<file path="src/rtl/uart_word_tx.sv">
// 8N1 UART transmitter that serialises one accepted word as BYTES_PER_WORD
// back-to-back frames, least-significant byte first.
module uart_word_tx #(
    parameter int CLKS_PER_BIT   = 16,
    parameter int BYTES_PER_WORD = 4
) (
    input  logic                          clk,
    input  logic                          rst,
    input  logic [8*BYTES_PER_WORD-1:0]   word_in,
    input  logic                          word_valid,
    output logic                          word_ready,
    output logic                          tx,
    output logic                          busy,
    output logic                          byte_sent
);

    localparam int WORD_W = 8 * BYTES_PER_WORD;
    localparam int BAUD_W = (CLKS_PER_BIT > 2) ? $clog2(CLKS_PER_BIT) : 1;
    localparam int BYTE_W = (BYTES_PER_WORD > 1) ? $clog2(BYTES_PER_WORD) : 1;
    localparam logic [BAUD_W-1:0] LAST_BAUD = BAUD_W'(CLKS_PER_BIT - 1);
    localparam logic [BYTE_W-1:0] LAST_BYTE = BYTE_W'(BYTES_PER_WORD - 1);

    typedef enum logic [1:0] {
        S_IDLE,
        S_START,
        S_DATA,
        S_STOP
    } state_t;

    state_t              r_state;
    logic [BAUD_W-1:0]   r_baudCnt;
    logic [2:0]          r_bitIdx;
    logic [BYTE_W-1:0]   r_byteIdx;
    logic [WORD_W-1:0]   r_shiftBuf;
    logic                r_tx;
    logic                r_byteSent;

    state_t              w_stateNext;
    logic [BAUD_W-1:0]   w_baudNext;
    logic [2:0]          w_bitNext;
    logic [BYTE_W-1:0]   w_byteNext;
    logic [WORD_W-1:0]   w_shiftNext;
    logic                w_bitDone;
    logic                w_accept;
    logic [7:0]          w_curByte;
    logic                w_txNext;
    logic                w_byteSentNext;

    assign word_ready = (r_state == S_IDLE) && !rst;
    assign w_accept   = word_valid && word_ready;
    assign w_bitDone  = (r_baudCnt == LAST_BAUD);

    always_comb begin
        w_stateNext = r_state;
        w_baudNext  = r_baudCnt;
        w_bitNext   = r_bitIdx;
        w_byteNext  = r_byteIdx;
        w_shiftNext = r_shiftBuf;
        case (r_state)
            S_IDLE: begin
                if (w_accept) begin
                    w_stateNext = S_START;
                    w_shiftNext = word_in;
                    w_byteNext  = '0;
                    w_baudNext  = '0;
                end
            end
            S_START: begin
                if (w_bitDone) begin
                    w_stateNext = S_DATA;
                    w_baudNext  = '0;
                    w_bitNext   = '0;
                end else begin
                    w_baudNext  = r_baudCnt + BAUD_W'(1);
                end
            end
            S_DATA: begin
                if (w_bitDone) begin
                    w_baudNext = '0;
                    if (r_bitIdx == 3'd7) begin
                        w_stateNext = S_STOP;
                    end else begin
                        w_bitNext = r_bitIdx + 3'd1;
                    end
                end else begin
                    w_baudNext = r_baudCnt + BAUD_W'(1);
                end
            end
            S_STOP: begin
                if (w_bitDone) begin
                    w_baudNext = '0;
                    if (r_byteIdx < LAST_BYTE) begin
                        w_stateNext = S_START;
                        w_shiftNext = r_shiftBuf >> 8;
                        w_byteNext  = r_byteIdx + BYTE_W'(1);
                    end else begin
                        w_stateNext = S_IDLE;
                    end
                end else begin
                    w_baudNext = r_baudCnt + BAUD_W'(1);
                end
            end
            default: begin
                w_stateNext = S_IDLE;
            end
        endcase
    end

    // tx and byte_sent are registered from the next-state values so they line up with r_state.
    always_comb begin
        w_curByte = w_shiftNext[7:0];
        w_txNext  = 1'b1;
        case (w_stateNext)
            S_START: w_txNext = 1'b0;
            S_DATA:  w_txNext = w_curByte[w_bitNext];
            default: w_txNext = 1'b1;
        endcase
        w_byteSentNext = (w_stateNext == S_STOP) && (w_baudNext == LAST_BAUD);
    end

    always_ff @(posedge clk) begin
        if (rst) begin
            r_state    <= S_IDLE;
            r_baudCnt  <= '0;
            r_bitIdx   <= '0;
            r_byteIdx  <= '0;
            r_shiftBuf <= '0;
            r_tx       <= 1'b1;
            r_byteSent <= 1'b0;
        end else begin
            r_state    <= w_stateNext;
            r_baudCnt  <= w_baudNext;
            r_bitIdx   <= w_bitNext;
            r_byteIdx  <= w_byteNext;
            r_shiftBuf <= w_shiftNext;
            r_tx       <= w_txNext;
            r_byteSent <= w_byteSentNext;
        end
    end

    assign tx        = r_tx;
    assign busy      = (r_state != S_IDLE);
    assign byte_sent = r_byteSent;

endmodule
</file>
<file path="config.mk">
export PLATFORM = sky130hd
export DESIGN_NAME = uart_word_tx
export DESIGN_NICKNAME = d
export VERILOG_FILES = /design/src/rtl/uart_word_tx.sv
export SDC_FILE = /design/constraint.sdc
export NUM_CORES = 1
export LEC_CHECK = 0
export ABC_AREA = 1
export CORE_ASPECT_RATIO = 0.6
export CORE_MARGIN = 8
export CORE_UTILIZATION = 50
export CTS_CLUSTER_DIAMETER = 60
export DETAILED_ROUTE_END_ITERATION = 8
export PLACE_DENSITY = 0.84
export SYNTH_ARGS = -nofsm -noshare
export SYNTH_HDL_FRONTEND = slang
export SYNTH_SLANG_ARGS = --single-unit
</file>
<file path="constraint.sdc">
create_clock -name clk -period 5.5 [get_ports clk]
set_clock_uncertainty 0.05 [all_clocks]
set_input_delay 1.1 -clock clk [delete_from_list [all_inputs] [get_ports clk]]
set_output_delay 1.1 -clock clk [all_outputs]
set_load 0.05 [all_outputs]
</file>
==> impl_results.md, run 1 <==
- Post-place setup slack: 1640 ps
- Max FO, Critical Path: 8
- CP Capture Type: output port
- Multi-input logic area: 1340 um2
- Number of remaining DRC errors: 0
- Storage cell area: 901 um2
- H-tree levels: 2
- Netlist cell types: 33
- Placer congestion estimate: 0.884
- Least-Margin Pin Slew: 1150 ps
- # resized after CTS: 0
- CP startpoint kind: primary input
- Wire per inst: 13.8 um
- Core Region: 4640 um2
- Die area: 7450 um2
- IO Pins: 39
- Reg clk slew, reported paths: 80 ps
- Worst-path cell chain: clkdlybuf4s50_1, nor2_8, clkdlybuf4s50_1
- Hold crit path type: flop to flop
- Critical path class: primary input to output port
- Tmin final: 3840 ps
- Nets: 420
- Setup TNS: 0 ps
- Cts hold-fix bufs: 0
- Drt pass-1 iters: 5
- Wirelength, routed: 6.07 mm
- Max rail drop VDD: 0.120 mV
- Fmax: 260 MHz
- Worst EP arrival: 2690 ps
- DRT antenna net count: 0
- Fillers: 438
- Vias in the first global route: 2133
- Synthesized area: 2440 um2
- Yosys top cell area share: 0.369
- Via-to-Cell Ratio: 5.24
- Antenna cells: 0
- Pwr dens: 253 nW/um2
- Clock Latency Late Sink: 300 ps
- Clock root buffer master: clkbuf_8
- Post-synth EDFFs: 0
- Post-synth top area cell: dfxtp_1
- Synth Register Bits: 45
- Async set-reset flop share out of synthesis: 0
- Chip Width: 106 um
- Unrepaired setup endpoints after global routing: false
- Critical Path RT: 4350 ps
- Final setup violation count: 0
- Share of cells above drive strength 1: 0.0847
- Syn Nets: 388
- Tcrit/Tclk final: 0.699
- GRT overflow: 0
- Lkg Pwr: 1.17 nW
- Synthesized instance count: 345
- Tot GR Track Use: 0.162
- Initial antenna violation count: 0
- Global-route wire length before repair: 9.94 mm
- Worst path slowest cell: clkdlybuf4s50_1
- Via Count: 2310
- Final hold viol count: 0
- Layout area overhead: 18.8%
- Row cnt: 19
- First DRT Iteration DRCs: 185
- Top_reg_cell synth: dfxtp_1
- Max-cap violations: 0
- Max-slew headroom: 0.224
- TritonCTS Sinks: 45
- Most used cell along the critical path: clkdlybuf4s50_1
- Outcome: finished clean
- CP peak stage delay: 840 ps
- Starting density of the core: 0.527
- Setup bufs post-CTS: 0
- Port Buffers: 38
- Synth area leaders: dfxtp_1, nand2_1, nand3_1
- Die height: 70.1 um
- Final Worst Setup Slack: 1660 ps
- Largest net degree at the start of global routing: 45
- Synth warnings: 0
- CTS tree: done
- CTS Buffer Depth: 2
- Cts bufs inserted: 5
- Slew Viols, Final: 0
- Register area share after synthesis: 0.369
- Syn_area_per_cell: 7.08 um2
- Dpl hpwl: 4.55 mm
-- report_power, final --
part	leakage, nW	internal [mW]	switching (mW)
Clock	0.0385	0.0900	0.111
Combinational	0.762	0.0652	0.116
Sequential	0.365	0.342	0.00948
-- critical path, delay by kind of cell --
kind,cells,cell delay (ps)
buffers and inverters,2,1380
and+or+nand+nor,1,210
-- cell usage after synthesis, drive strengths merged, types with 2 or more instances --
| cell | instances |
|---|---|
| nand2 | 136 |
| dfxtp | 45 |
| nand3 | 36 |
| inv | 28 |
| a21oi | 23 |
| a31oi | 16 |
| nor2 | 16 |
| buf | 10 |
| o21ai | 9 |
| ha | 8 |
| clkbuf | 4 |
| nor3 | 3 |
| a22oi | 2 |
| nand4 | 2 |
| o211ai | 2 |
-- sequential cells by signal, indices dropped and copies added (netlist names) --
register / cells
r_byteIdx: 2
byte_sent: 1
r_shiftBuf: 32
r_state: 2
r_baudCnt: 4
tx: 1
r_bitIdx: 3
-- final cells by class --
cell class	instances	share of cell area
multi-input cells	258	0.463
flip-flops and latches	45	0.311
repair buffers	39	0.134
inverters	28	0.0363
well taps	63	0.0272
clock buffers	7	0.0263
clock inverters	1	0.00259
-- path summary, 6_finish.rpt --
path | from | endpoint | slack (ps) | cells past startpoint
max | rst | word_ready | 1660 | 3
min | r_shiftBuf[27] | r_shiftBuf[27] | 420 | 2
max reg2reg | r_state[1] | r_shiftBuf[17] | 3000 | 8
min reg2reg | r_shiftBuf[27] | r_shiftBuf[27] | 420 | 2
-- kinds of logic (layout without fill, tap and decap cells) --
kind of cell             after synthesis  after routing  synth area share
XOR/XNOR                               1              1           0.00359
buffers and inverters                 42             75            0.0810
adder cells (fa/ha/maj)                8              8            0.0410
AND/OR/NAND/NOR                      194            194             0.362
AO/OA/AOI/OAI                         55             55             0.143
flip-flops                            45             45             0.369
-- layer usage --
metal  wire length (um)  track usage  vias to the layer above
met5                  0            0                        -
met4                 68       0.0434                        0
met3                417       0.0467                       11
met2               2520        0.238                       72
met1               3070        0.224                     1036
li1                   -            -                     1191
-- layout by cell type, fill, tap and decap left out --
master	netlist	layout
nand2_1	129	129
dfxtp_1	45	45
clkdlybuf4s50_1	0	38
nand3_1	35	35
inv_1	24	24
a21oi_1	21	21
a31oi_1	16	16
nor2_1	11	11
ha_1	8	8
o21ai_0	5	5
clkbuf_8	0	5
inv_2	4	4
nand2_2	4	4
nand2_4	3	3
o21ai_2	3	3
a21oi_4	2	2
nor2_2	2	2
nand4_1	2	2
nor2_4	2	2
o211ai_1	2	2
a22oi_1	2	2
nor3_1	2	2
clkbuf_1	4	2
nor2_8	1	1
nand3_2	1	1
o311ai_0	1	1
a31o_2	1	1
nor4_4	1	1
o21ai_1	1	1
xor2_1	1	1
a211oi_1	1	1
nor3_4	1	1
clkinvlp_4	0	1
buf_4	1	1
-- stage by stage --
step | total power [mW] | std cells | area [um2] | hold slack (ps) | util
final | 0.733 | 441 | 2900 | 418 | 0.625
after global routing | 0.771 | 441 | 2900 | 443 | 0.625
after CTS | 0.738 | 441 | 2900 | 419 | 0.625
after detailed placement | 0.539 | 433 | 2820 | 406 | 0.607
after global placement | 0.535 | 433 | 2820 | 406 | 0.607
after floorplan | 0.489 | 345 | 2440 | 394 | -
(Power assumes the default switching activity.)
==> run 2, diff against run 1 <==
==> constraint.sdc (replaced) <==
create_clock -name clk -period 3.95 [get_ports clk]
set_clock_uncertainty 0.05 [all_clocks]
set_input_delay 0.79 -clock clk [delete_from_list [all_inputs] [get_ports clk]]
set_output_delay 0.79 -clock clk [all_outputs]
set_load 0.05 [all_outputs]
==> impl_results.md, run 2 (synthesis gave the netlist of run 1 again) <==
- Max-cap violations: 0
- Core Region: 4640 um2
- Layout area overhead: 19.6%
- Via Count: 2361
- FF-to-FF Start: r_state[0]
- Placer congestion estimate: 0.873
- TritonCTS Sinks: 45
- H-tree levels: 2
- Drt pass-1 iters: 5
- Final hold viol count: 0
- Number of remaining DRC errors: 0
- Power after layout: 1.03 mW
- Die height: 70.1 um
- Port Buffers: 38
- CP peak stage delay: 830 ps
- Non-filler cells, final: 442
- WHS: 421 ps
- Clock Latency Late Sink: 300 ps
- Biggest regs: r_shiftBuf: 32 flops, r_baudCnt: 4 flops, r_bitIdx: 3 flops
- Fin util: 0.630
- Die area: 7450 um2
- First DRT Iteration DRCs: 200
- Max FO, Critical Path: 5
- Initial antenna violation count: 0
- Lkg Pwr: 1.18 nW
- Tot GR Track Use: 0.166
- Final setup violation count: 0
- CTS tree: done
- Fmax: 342 MHz
- Worst EP arrival: 2090 ps
- Starting density of the core: 0.527
- CTS Buffer Depth: 2
- Via-to-Cell Ratio: 5.34
- Cts bufs inserted: 5
- Tcrit/Tclk final: 0.741
- Cts hold-fix bufs: 0
- Tmin final: 2930 ps
- GRT overflow: 0
- Hold_sp: r_shiftBuf[27]
- Wire per inst: 14.0 um
- CP Capture Type: output port
- Slew Viols, Final: 0
- Worst path slowest cell: clkdlybuf4s50_1
- Unrepaired setup endpoints after global routing: false
- Dpl hpwl: 4.79 mm
- Wirelength, routed: 6.21 mm
- Worst-path cell chain: inv_1, ha_1, inv_2, clkdlybuf4s50_1
- Antenna cells: 0
- Hold crit path type: flop to flop
- Commonest non-fill, non-tap cell in the layout: nand2_1
- Chip Width: 106 um
- Nets: 421
- Clock root buffer master: clkbuf_8
- Vias in the first global route: 2101
- IO Pins: 39
- Row cnt: 19
- Critical Path RT: 3110 ps
- Share of cells above drive strength 1: 0.0950
- Setup TNS: 0 ps
- Max-slew headroom: 0.583
- Cell Count Post-Placement: 434
- # resized after CTS: 0
- Largest register FFs: 32
- Most frequent cells in the layout: nand2_1, dfxtp_1, clkdlybuf4s50_1
- Largest net degree at the start of global routing: 37
- DRT antenna net count: 0
- Least-Margin Pin Slew: 624 ps
- Reg clk slew, reported paths: 90 ps
- Pwr dens: 354 nW/um2
- Critical path class: flop to output port
- Max rail drop VDD: 0.213 mV
- Setup bufs post-CTS: 0
- CP startpoint kind: flop
- Biggest register: r_shiftBuf
- Outcome: finished clean
- Fillers: 411
- Critical path origin: r_state[0]
- Global-route wire length before repair: 10.2 mm
-- run 2: cell types whose count changed in the layout (fill, tap and decap cells not counted) --
cell	change
clkdlybuf4s50_1	-1
clkinv_2	+2
clkbuf_1	-2
buf_12	+1
buf_4	+1
-- run 2: final cells by class --
| class | count | area, um2 | area share |
|---|---|---|---|
| multi-input cells | 258 | 1340 | 0.460 |
| flip-flops and latches | 45 | 901 | 0.309 |
| clock inverters | 3 | 17.5 | 0.00600 |
| well taps | 63 | 78.8 | 0.0270 |
| repair buffers | 40 | 405 | 0.139 |
| clock buffers | 5 | 68.8 | 0.0236 |
| inverters | 28 | 105 | 0.0360 |
-- run 2: final timing paths --
kind | endpoint | cells past startpoint | slack (ps)
worst max-delay path | busy | 4 | 1020
worst max register to register | tx | 13 | 1750
worst min register to register | r_shiftBuf[27] | 2 | 420
worst min-delay path | r_shiftBuf[27] | 2 | 420
-- run 2: worst max-delay path: cells and delay by family (launching register included) --
| family | cells | cell delay (ps) |
|---|---|---|
| buffers and inverters | 3 | 1100 |
| flip-flops | 1 | 430 |
| adder cells (fa/ha/maj) | 1 | 260 |
-- run 2: power by group --
group	switching, mW	internal [mW]
sequential	0.0139	0.476
combinational	0.163	0.0941
clock	0.164	0.122
-- run 2: per-layer routing --
layer / GRT usage / share of wire
met4: 0.0465 / 0.0074
met2: 0.243 / 0.44
met3: 0.0412 / 0.081
met1: 0.232 / 0.47
met5: 0 / 0
-- run 2: per-stage QoR --
step                      area, um2  setup WS [ps]
after global routing           2920            942
after floorplan                2440           1790
after global placement         2830           1070
after CTS                      2920           1010
final                          2920           1020
after detailed placement       2830           1050
